### config.mk
export PLATFORM = sky130hd
export DESIGN_NAME = fifo_ctrl_flat
export DESIGN_NICKNAME = d
export VERILOG_FILES = /design/src/rtl/fifo_ctrl_pkg.sv /design/src/rtl/fifo_ctrl_if.sv /design/src/rtl/fifo_ctrl_ptr.sv /design/src/rtl/fifo_ctrl.sv /design/src/flat_wrapper.sv
export SDC_FILE = /design/constraint.sdc
export NUM_CORES = 1
export LEC_CHECK = 0
export ABC_AREA = 1
export CAP_MARGIN = 25
export CORE_MARGIN = 2
export CORE_UTILIZATION = 32
export CTS_BUF_LIST = sky130_fd_sc_hd__clkbuf_4 sky130_fd_sc_hd__clkbuf_8 sky130_fd_sc_hd__clkbuf_16
export CTS_CLUSTER_DIAMETER = 80
export DETAILED_ROUTE_END_ITERATION = 7
export HOLD_SLACK_MARGIN = 0.12
export PLACE_DENSITY_LB_ADDON = 0.12
export SKIP_LAST_GASP = 1
export SLEW_MARGIN = 20
export SYNTH_ARGS = -nofsm -noshare
export SYNTH_HDL_FRONTEND = slang
export SYNTH_SLANG_ARGS = --single-unit
### constraint.sdc
create_clock -name clk -period 2.4 [get_ports clk]
set_input_delay 0.24 -clock clk [delete_from_list [all_inputs] [get_ports clk]]
set_output_delay 0.24 -clock clk [all_outputs]
set_load 0.1 [all_outputs]
### src/rtl/fifo_ctrl_pkg.sv
// Shared FIFO sizing: entry width, address width, depth and default
// almost-full / almost-empty levels, visible to the controller, the
// memory and the bench.
package fifo_ctrl_pkg;
   localparam int unsigned FIFO_DATA_W = 12;
   localparam int unsigned FIFO_ADDR_W = 3;
   localparam int unsigned FIFO_DEPTH  = 1 << FIFO_ADDR_W;
   localparam int unsigned FIFO_AF_LVL = 6;
   localparam int unsigned FIFO_AE_LVL = 2;
endpackage

### src/rtl/fifo_ctrl_if.sv
// User-side FIFO bus: push/pop requests, write data, read data and status.
//   master : the FIFO user (drives push, pop, data_in)
//   slave  : fifo_ctrl (drives data, valid, status and error flags)
interface fifo_ctrl_if
   import fifo_ctrl_pkg::*;
#(
   parameter int unsigned DATA_W = FIFO_DATA_W,
   parameter int unsigned ADDR_W = FIFO_ADDR_W
);
   logic              push;
   logic              pop;
   logic [DATA_W-1:0] data_in;
   logic [DATA_W-1:0] data_out;
   logic              valid_out;
   logic              full;
   logic              empty;
   logic              almost_full;
   logic              almost_empty;
   logic [ADDR_W:0]   count;
   logic              err_ovf;
   logic              err_udf;

   modport master (
      output push, pop, data_in,
      input  data_out, valid_out, full, empty, almost_full, almost_empty,
             count, err_ovf, err_udf
   );

   modport slave (
      input  push, pop, data_in,
      output data_out, valid_out, full, empty, almost_full, almost_empty,
             count, err_ovf, err_udf
   );
endinterface

### src/rtl/fifo_ctrl_ptr.sv
// Write/read pointers and occupancy counter of the FIFO.
//   clk, reset         : clock, synchronous active-high reset
//   push_acc, pop_acc  : accepted push / pop this cycle
//   wr_ptr, rd_ptr     : memory write / read addresses (wrap modulo depth)
//   count              : occupancy, 0..depth
module fifo_ctrl_ptr
   import fifo_ctrl_pkg::*;
#(
   parameter int unsigned ADDR_W = FIFO_ADDR_W
) (
   input  logic              clk,
   input  logic              reset,
   input  logic              push_acc,
   input  logic              pop_acc,
   output logic [ADDR_W-1:0] wr_ptr,
   output logic [ADDR_W-1:0] rd_ptr,
   output logic [ADDR_W:0]   count
);
   localparam int unsigned CNT_W = ADDR_W + 1;

   // Pointers wrap naturally; count moves only on an unmatched push or pop.
   always_ff @(posedge clk) begin
      if (reset) begin
         wr_ptr <= '0;
         rd_ptr <= '0;
         count  <= '0;
      end else begin
         if (push_acc) wr_ptr <= wr_ptr + ADDR_W'(1);
         if (pop_acc)  rd_ptr <= rd_ptr + ADDR_W'(1);
         if (push_acc && !pop_acc)
            count <= count + CNT_W'(1);
         else if (pop_acc && !push_acc)
            count <= count - CNT_W'(1);
      end
   end
endmodule

### src/rtl/fifo_ctrl.sv
// FIFO controller driving an external dual-port memory (A = write,
// B = synchronous read, one-cycle latency).
//   clk, reset        : clock, synchronous active-high reset
//   bus               : user-side push/pop, data and status (slave modport)
//   we_a/addr_a/data_a: memory port A write strobe, address, data
//   we_b/addr_b/data_b: memory port B (read only, we_b/data_b tied 0)
//   q_b               : memory port B read data, becomes data_out
module fifo_ctrl
   import fifo_ctrl_pkg::*;
#(
   parameter int unsigned DATA_W = FIFO_DATA_W,
   parameter int unsigned ADDR_W = FIFO_ADDR_W,
   parameter int unsigned AF_LVL = FIFO_AF_LVL,
   parameter int unsigned AE_LVL = FIFO_AE_LVL
) (
   input  logic              clk,
   input  logic              reset,
   fifo_ctrl_if.slave        bus,
   output logic              we_a,
   output logic [ADDR_W-1:0] addr_a,
   output logic [DATA_W-1:0] data_a,
   output logic              we_b,
   output logic [ADDR_W-1:0] addr_b,
   output logic [DATA_W-1:0] data_b,
   input  logic [DATA_W-1:0] q_b
);
   localparam int unsigned DEPTH = 1 << ADDR_W;
   localparam int unsigned CNT_W = ADDR_W + 1;

   logic [ADDR_W-1:0] wr_ptr;
   logic [ADDR_W-1:0] rd_ptr;
   logic [CNT_W-1:0]  count_q;
   logic              full_c;
   logic              empty_c;
   logic              push_acc_c;
   logic              pop_acc_c;
   logic              valid_q;
   logic              err_ovf_q;
   logic              err_udf_q;

   assign full_c  = (count_q == CNT_W'(DEPTH));
   assign empty_c = (count_q == '0);

   // No bypass: a pop on empty is dropped even with a push alongside.
   // A push on full is accepted only when a pop frees a slot this cycle.
   assign pop_acc_c  = !reset && bus.pop && !empty_c;
   assign push_acc_c = !reset && bus.push && (!full_c || pop_acc_c);

   fifo_ctrl_ptr #(.ADDR_W(ADDR_W)) u_ptr (
      .clk      (clk),
      .reset    (reset),
      .push_acc (push_acc_c),
      .pop_acc  (pop_acc_c),
      .wr_ptr   (wr_ptr),
      .rd_ptr   (rd_ptr),
      .count    (count_q)
   );

   // Read-valid strobe and sticky drop flags.
   always_ff @(posedge clk) begin
      if (reset) begin
         valid_q   <= 1'b0;
         err_ovf_q <= 1'b0;
         err_udf_q <= 1'b0;
      end else begin
         valid_q <= pop_acc_c;
         if (bus.push && !push_acc_c) err_ovf_q <= 1'b1;
         if (bus.pop  && !pop_acc_c)  err_udf_q <= 1'b1;
      end
   end

   assign we_a   = push_acc_c;
   assign addr_a = wr_ptr;
   assign data_a = bus.data_in;
   assign we_b   = 1'b0;
   assign addr_b = rd_ptr;
   assign data_b = '0;

   assign bus.data_out     = q_b;
   assign bus.valid_out    = valid_q;
   assign bus.full         = full_c;
   assign bus.empty        = empty_c;
   assign bus.almost_full  = (count_q >= CNT_W'(AF_LVL));
   assign bus.almost_empty = (count_q <= CNT_W'(AE_LVL));
   assign bus.count        = count_q;
   assign bus.err_ovf      = err_ovf_q;
   assign bus.err_udf      = err_udf_q;
endmodule

### src/flat_wrapper.sv
// flat-port wrapper written by rule: the top's interface ports become plain ports
module fifo_ctrl_flat import fifo_ctrl_pkg::*;
#(
   parameter int unsigned DATA_W = FIFO_DATA_W,
   parameter int unsigned ADDR_W = FIFO_ADDR_W,
   parameter int unsigned AF_LVL = FIFO_AF_LVL,
   parameter int unsigned AE_LVL = FIFO_AE_LVL
)
  (clk, reset, we_a, addr_a, data_a, we_b, addr_b, data_b, q_b, bus_push, bus_pop, bus_data_in, bus_data_out, bus_valid_out, bus_full, bus_empty, bus_almost_full, bus_almost_empty, bus_count, bus_err_ovf, bus_err_udf);
  fifo_ctrl_if #(.DATA_W(DATA_W), .ADDR_W(ADDR_W)) bus_i ();
  input  logic clk;
  input  logic reset;
  output logic we_a;
  output logic [ADDR_W-1:0] addr_a;
  output logic [DATA_W-1:0] data_a;
  output logic we_b;
  output logic [ADDR_W-1:0] addr_b;
  output logic [DATA_W-1:0] data_b;
  input  logic [DATA_W-1:0] q_b;
  input wire logic [$bits(bus_i.push)-1:0] bus_push;
  input wire logic [$bits(bus_i.pop)-1:0] bus_pop;
  input wire logic [$bits(bus_i.data_in)-1:0] bus_data_in;
  output wire logic [$bits(bus_i.data_out)-1:0] bus_data_out;
  output wire logic [$bits(bus_i.valid_out)-1:0] bus_valid_out;
  output wire logic [$bits(bus_i.full)-1:0] bus_full;
  output wire logic [$bits(bus_i.empty)-1:0] bus_empty;
  output wire logic [$bits(bus_i.almost_full)-1:0] bus_almost_full;
  output wire logic [$bits(bus_i.almost_empty)-1:0] bus_almost_empty;
  output wire logic [$bits(bus_i.count)-1:0] bus_count;
  output wire logic [$bits(bus_i.err_ovf)-1:0] bus_err_ovf;
  output wire logic [$bits(bus_i.err_udf)-1:0] bus_err_udf;
  assign bus_i.push = bus_push;
  assign bus_i.pop = bus_pop;
  assign bus_i.data_in = bus_data_in;
  assign bus_data_out = bus_i.data_out;
  assign bus_valid_out = bus_i.valid_out;
  assign bus_full = bus_i.full;
  assign bus_empty = bus_i.empty;
  assign bus_almost_full = bus_i.almost_full;
  assign bus_almost_empty = bus_i.almost_empty;
  assign bus_count = bus_i.count;
  assign bus_err_ovf = bus_i.err_ovf;
  assign bus_err_udf = bus_i.err_udf;
  fifo_ctrl #(.DATA_W(DATA_W), .ADDR_W(ADDR_W), .AF_LVL(AF_LVL), .AE_LVL(AE_LVL)) u_core (.clk(clk), .reset(reset), .bus(bus_i), .we_a(we_a), .addr_a(addr_a), .data_a(data_a), .we_b(we_b), .addr_b(addr_b), .data_b(data_b), .q_b(q_b));
endmodule
==> flow_summary.rst <==
.. list-table::
   :header-rows: 1

   * - Metric
     - Value
   * - Status
     - complete, no violations
   * - Final Max Tran Viols
     - 0
   * - First-pass DRT Iterations
     - 3
   * - Overall Power
     - 1.20 mW
   * - Number of distinct library cell variants in the gate-level netlist after synthesis
     - 22
   * - Horizontal extent of the die
     - 59.4 um
   * - Number of buffers inserted by hold repair at cts
     - 0
   * - Biggest area consumer among synthesized cells
     - sky130_fd_sc_hd__buf_4
   * - Maximum clock frequency
     - between 500 and 600 MHz
   * - Worst setup path end
     - u_core.u_ptr.count[3]
   * - # fillers
     - 317
   * - DRC violations left
     - 0
   * - Die Span Y
     - 59.4 um
   * - Total GRT Usage
     - roughly a tenth
   * - Final worst-path cycle share
     - 82.4%
   * - Reg-to-reg critical path endpoint
     - u_core.u_ptr.count[3]
   * - Maximum fanout along the worst path
     - 5
   * - Post-synthesis xor/xnor area fraction
     - 1.78%
   * - Total number of cells along the worst setup path
     - 13
   * - Grt met3 use
     - 4.80%
   * - Setup repair after global routing missed its margin
     - false
   * - Share of cells above drive strength 1
     - 32.8%
   * - Number of routed nets with antenna violations
     - 0
   * - Worst R2R Setup Slack
     - 0.42 ns
   * - Sum of overflow across all layers after global routing
     - 0
   * - Via Count
     - around 730
   * - RePlAce Congestion
     - 0.770
   * - Clock tree root buffer cell
     - sky130_fd_sc_hd__clkbuf_4
   * - Class of the most critical setup path
     - reg2reg
   * - Routed WL per cell
     - 10.1 um
   * - Area of the placeable core
     - a little under 3000 um^2
   * - Mean instance size in the synthesized netlist
     - between 7 and 8 um^2
   * - Multi-input logic area
     - 484 um^2
   * - Buffer and inverter count on the worst path
     - 3
   * - Clk Latency, worst-skew pair
     - about 0.28 ns
   * - Share of the yosys chip area belonging to registers
     - 26.5%
   * - Total Die Area
     - between 3000 and 4000 um^2
   * - Final standard cell count with taps included and fillers excluded
     - 167
   * - Hold Fails Final Rpt
     - 0
   * - HPWL after DPL
     - 1.38 mm
   * - Start point of the critical path
     - u_core.u_ptr.count[2]
   * - Post-synthesis instance area
     - approximately 980 um^2
   * - Min-Delay Path Class
     - in2out
   * - Type of element launching the critical path
     - flip-flop
   * - Area delta synth->final
     - 12.1%
   * - Fraction of met1 tracks used by global routing
     - about an eighth
   * - Met2 global-route usage
     - between 10% and 20%
   * - Final period demand of the worst path
     - between 1.5 and 2 ns
   * - Compound-cell area share of the yosys netlist
     - between 8 and 9%
   * - Initial Utilization
     - around a third
   * - Io pins
     - 83
   * - Critical-path cell with the highest stage delay
     - sky130_fd_sc_hd__dfxtp_4
   * - Via density per instance
     - between 4 and 5
   * - Diodes inserted
     - 0
   * - Clock tree sinks
     - 13
   * - Footprint of the flip-flops and latches
     - 275 um^2
   * - Areal power density over the cells
     - about 1100 nW/um^2
   * - Antenna violations before repair
     - 0
   * - Number of global-route vias before repair
     - 626
   * - Dominant delay contributor by cell family on the critical path
     - simple AND/OR/NAND/NOR gates
   * - Final Skew
     - 0.00367 ns
   * - Post-route setup slack
     - 0.422 ns
   * - Final Setup Violations
     - 0
   * - Flops & latches, synth
     - 13
   * - Starting DRC count in detailed routing
     - 5
   * - Final core utilization
     - a little under two fifths
   * - Cell-by-cell trace of the critical path
     - inv_1 -> nand4_4 -> nand2_4 -> clkinvlp_4 -> ha_4 -> inv_4 -> ha_4 -> or2_4 -> nand2_1 -> nand2_1 -> nand2_1 -> nand2_1 -> a21oi_1
   * - Yosys warning total
     - 0
   * - Largest cells by area after synthesis
     - sky130_fd_sc_hd__buf_4 28%, sky130_fd_sc_hd__dfxtp_1 26%, sky130_fd_sc_hd__nand2_1 7.3%
   * - Number of max-capacitance violations reported
     - 0
   * - Most crowded layer after global routing
     - met2
   * - Delay contributed by the slowest stage of the critical path
     - 0.38 ns
   * - Adder-cell share of the synthesized area
     - 8.40%
   * - Quantity of I/O buffers inserted on ports
     - 21
   * - Dominant combinational cell family by area after synthesis
     - buffers and inverters
   * - Total Routed Length
     - 1.69 mm
   * - Fraction of synthesized cell area taken by the top area cell type
     - 28.2%
   * - Multiplexer share of the synthesized area
     - 0%
   * - Cell row count
     - 20
   * - Crit-path most repeated cell
     - sky130_fd_sc_hd__nand2_1
   * - Maximum resistive drop on vdd
     - between 400 and 500 uV
   * - Number of gates resized after CTS
     - 0
   * - Kind of end point of the critical path
     - flip-flop
   * - Clock tree from TritonCTS
     - done
   * - Placed cells
     - 163
   * - Clock-pin slew of the registers on the worst-case setup and hold paths
     - roughly 0.09 ns
   * - Synth Area in Simple Gates
     - 19.0%
   * - Worst EP required
     - 2.61 ns
   * - Leakage
     - 0.542 nW
   * - Number of clock buffers inserted by TritonCTS
     - 3
   * - Maximum number of pins on one net before global-route repair
     - 9
   * - Final nets
     - 169
   * - Worst reg2reg path startpoint
     - u_core.u_ptr.count[2]
   * - Number of setup buffers added after CTS
     - 0
   * - H-tree levels
     - 1
   * - Worst Reg-to-Reg Cells
     - 13
   * - Data arrival at the endpoint of the critical path
     - about 2.2 ns
   * - Worst setup slack after placement
     - 0.137 ns
   * - Clock Path Buffers
     - 2
   * - Count of mapped cells out of synthesis
     - 131
   * - Global-route wire length before repair
     - between 2 and 3 mm
-- sequential cells by signal, indices dropped and copies added, names as in the netlist --
name,count
u_core.u_ptr.rd_ptr,3
u_core.bus.err_ovf,1
u_core.u_ptr.wr_ptr,3
u_core.bus.valid_out,1
u_core.bus.err_udf,1
u_core.u_ptr.count,4
-- worst min path at each step --
| stage | slack [ns] | from | depth (start not counted) | end |
|---|---|---|---|---|
| floorplan | 0.30 | reset | 1 | u_core.u_ptr.count[3] |
| global placement | 0.48 | u_core.u_ptr.rd_ptr[0] | 2 | u_core.u_ptr.rd_ptr[0] |
| detailed placement | 0.46 | u_core.bus.err_ovf | 2 | u_core.bus.err_ovf |
| CTS | 0.48 | q_b[5] | 0 | bus_data_out[5] |
| global route | 0.48 | q_b[4] | 0 | bus_data_out[4] |
| finish | 0.48 | q_b[4] | 0 | bus_data_out[4] |
-- metal layers --
| layer | wire, um | vias up |
|---|---|---|
| met4 | 20 | 0 |
| met2 | 750 | 29 |
| met5 | 0 | - |
| met1 | 763 | 325 |
| li1 | - | 367 |
| met3 | 157 | 6 |
-- logic make-up (layout without fill, tap and decap cells) --
kind of cell,after synthesis,after routing
buffers and inverters,55,46
AOI/OAI and AO/OA,16,16
DFF,13,13
other,1,13
adders and majority gates,6,6
and+or+nand+nor,38,38
xor gates and xnor gates,2,2
-- power by group --
group	total, mW	internal (mW)	switching (mW)
clock network	0.143	0.0619	0.0810
logic	0.756	0.162	0.595
registers	0.300	0.251	0.0491
total	1.20	0.474	0.725
-- final cells by class --
cell class / count / area share [%]
clock inverter: 1 / 0.454
tap: 33 / 3.75
sequential: 13 / 25.0
multi-input combinational: 75 / 43.9
inverter: 18 / 6.70
clock buffer: 3 / 2.04
timing repair buffer: 24 / 18.2
-- Yosys cell counts --
cell	instances
sky130_fd_sc_hd__o21ai_2	1
sky130_fd_sc_hd__inv_1	17
sky130_fd_sc_hd__a21oi_1	8
sky130_fd_sc_hd__nor2_1	6
sky130_fd_sc_hd__nand2_2	2
sky130_fd_sc_hd__a21oi_2	1
sky130_fd_sc_hd__ha_1	5
sky130_fd_sc_hd__nor3_1	1
sky130_fd_sc_hd__nand2_1	19
sky130_fd_sc_hd__buf_4	37
sky130_fd_sc_hd__nor4_1	1
sky130_fd_sc_hd__fa_1	1
sky130_fd_sc_hd__or2_2	1
sky130_fd_sc_hd__conb_1	1
sky130_fd_sc_hd__nor2_2	2
sky130_fd_sc_hd__nand4_2	1
sky130_fd_sc_hd__o21ai_0	6
sky130_fd_sc_hd__dfxtp_1	13
sky130_fd_sc_hd__nand3_1	4
sky130_fd_sc_hd__inv_2	1
sky130_fd_sc_hd__nand3_4	1
sky130_fd_sc_hd__xor2_1	2
-- layout by cell type, fill, tap and decap left out, types with 2 or more instances in the layout --
cell type and n:
sky130_fd_sc_hd__a21oi_1 8, sky130_fd_sc_hd__clkdlybuf4s50_1 3, sky130_fd_sc_hd__ha_4 2, sky130_fd_sc_hd__conb_1 13
sky130_fd_sc_hd__nand2_1 19, sky130_fd_sc_hd__clkbuf_4 3, sky130_fd_sc_hd__dfxtp_1 9, sky130_fd_sc_hd__xor2_1 2
sky130_fd_sc_hd__dfxtp_4 4, sky130_fd_sc_hd__nor2_1 6, sky130_fd_sc_hd__nand3_1 4, sky130_fd_sc_hd__ha_1 3
sky130_fd_sc_hd__inv_1 15, sky130_fd_sc_hd__o21ai_1 2, sky130_fd_sc_hd__o21ai_0 4, sky130_fd_sc_hd__buf_4 20
-- through the flow --
step           hold slack, ns  instance area (um^2)  TNS [ns]
6_report                0.480                  1100         0
5_1_grt                 0.480                  1100         0
4_1_cts                 0.481                  1100         0
3_5_place_dp            0.464                  1070         0
3_3_place_gp            0.477                  1070         0
2_1_floorplan           0.299                  1110   -0.0855
(Power assumes the default switching activity.)
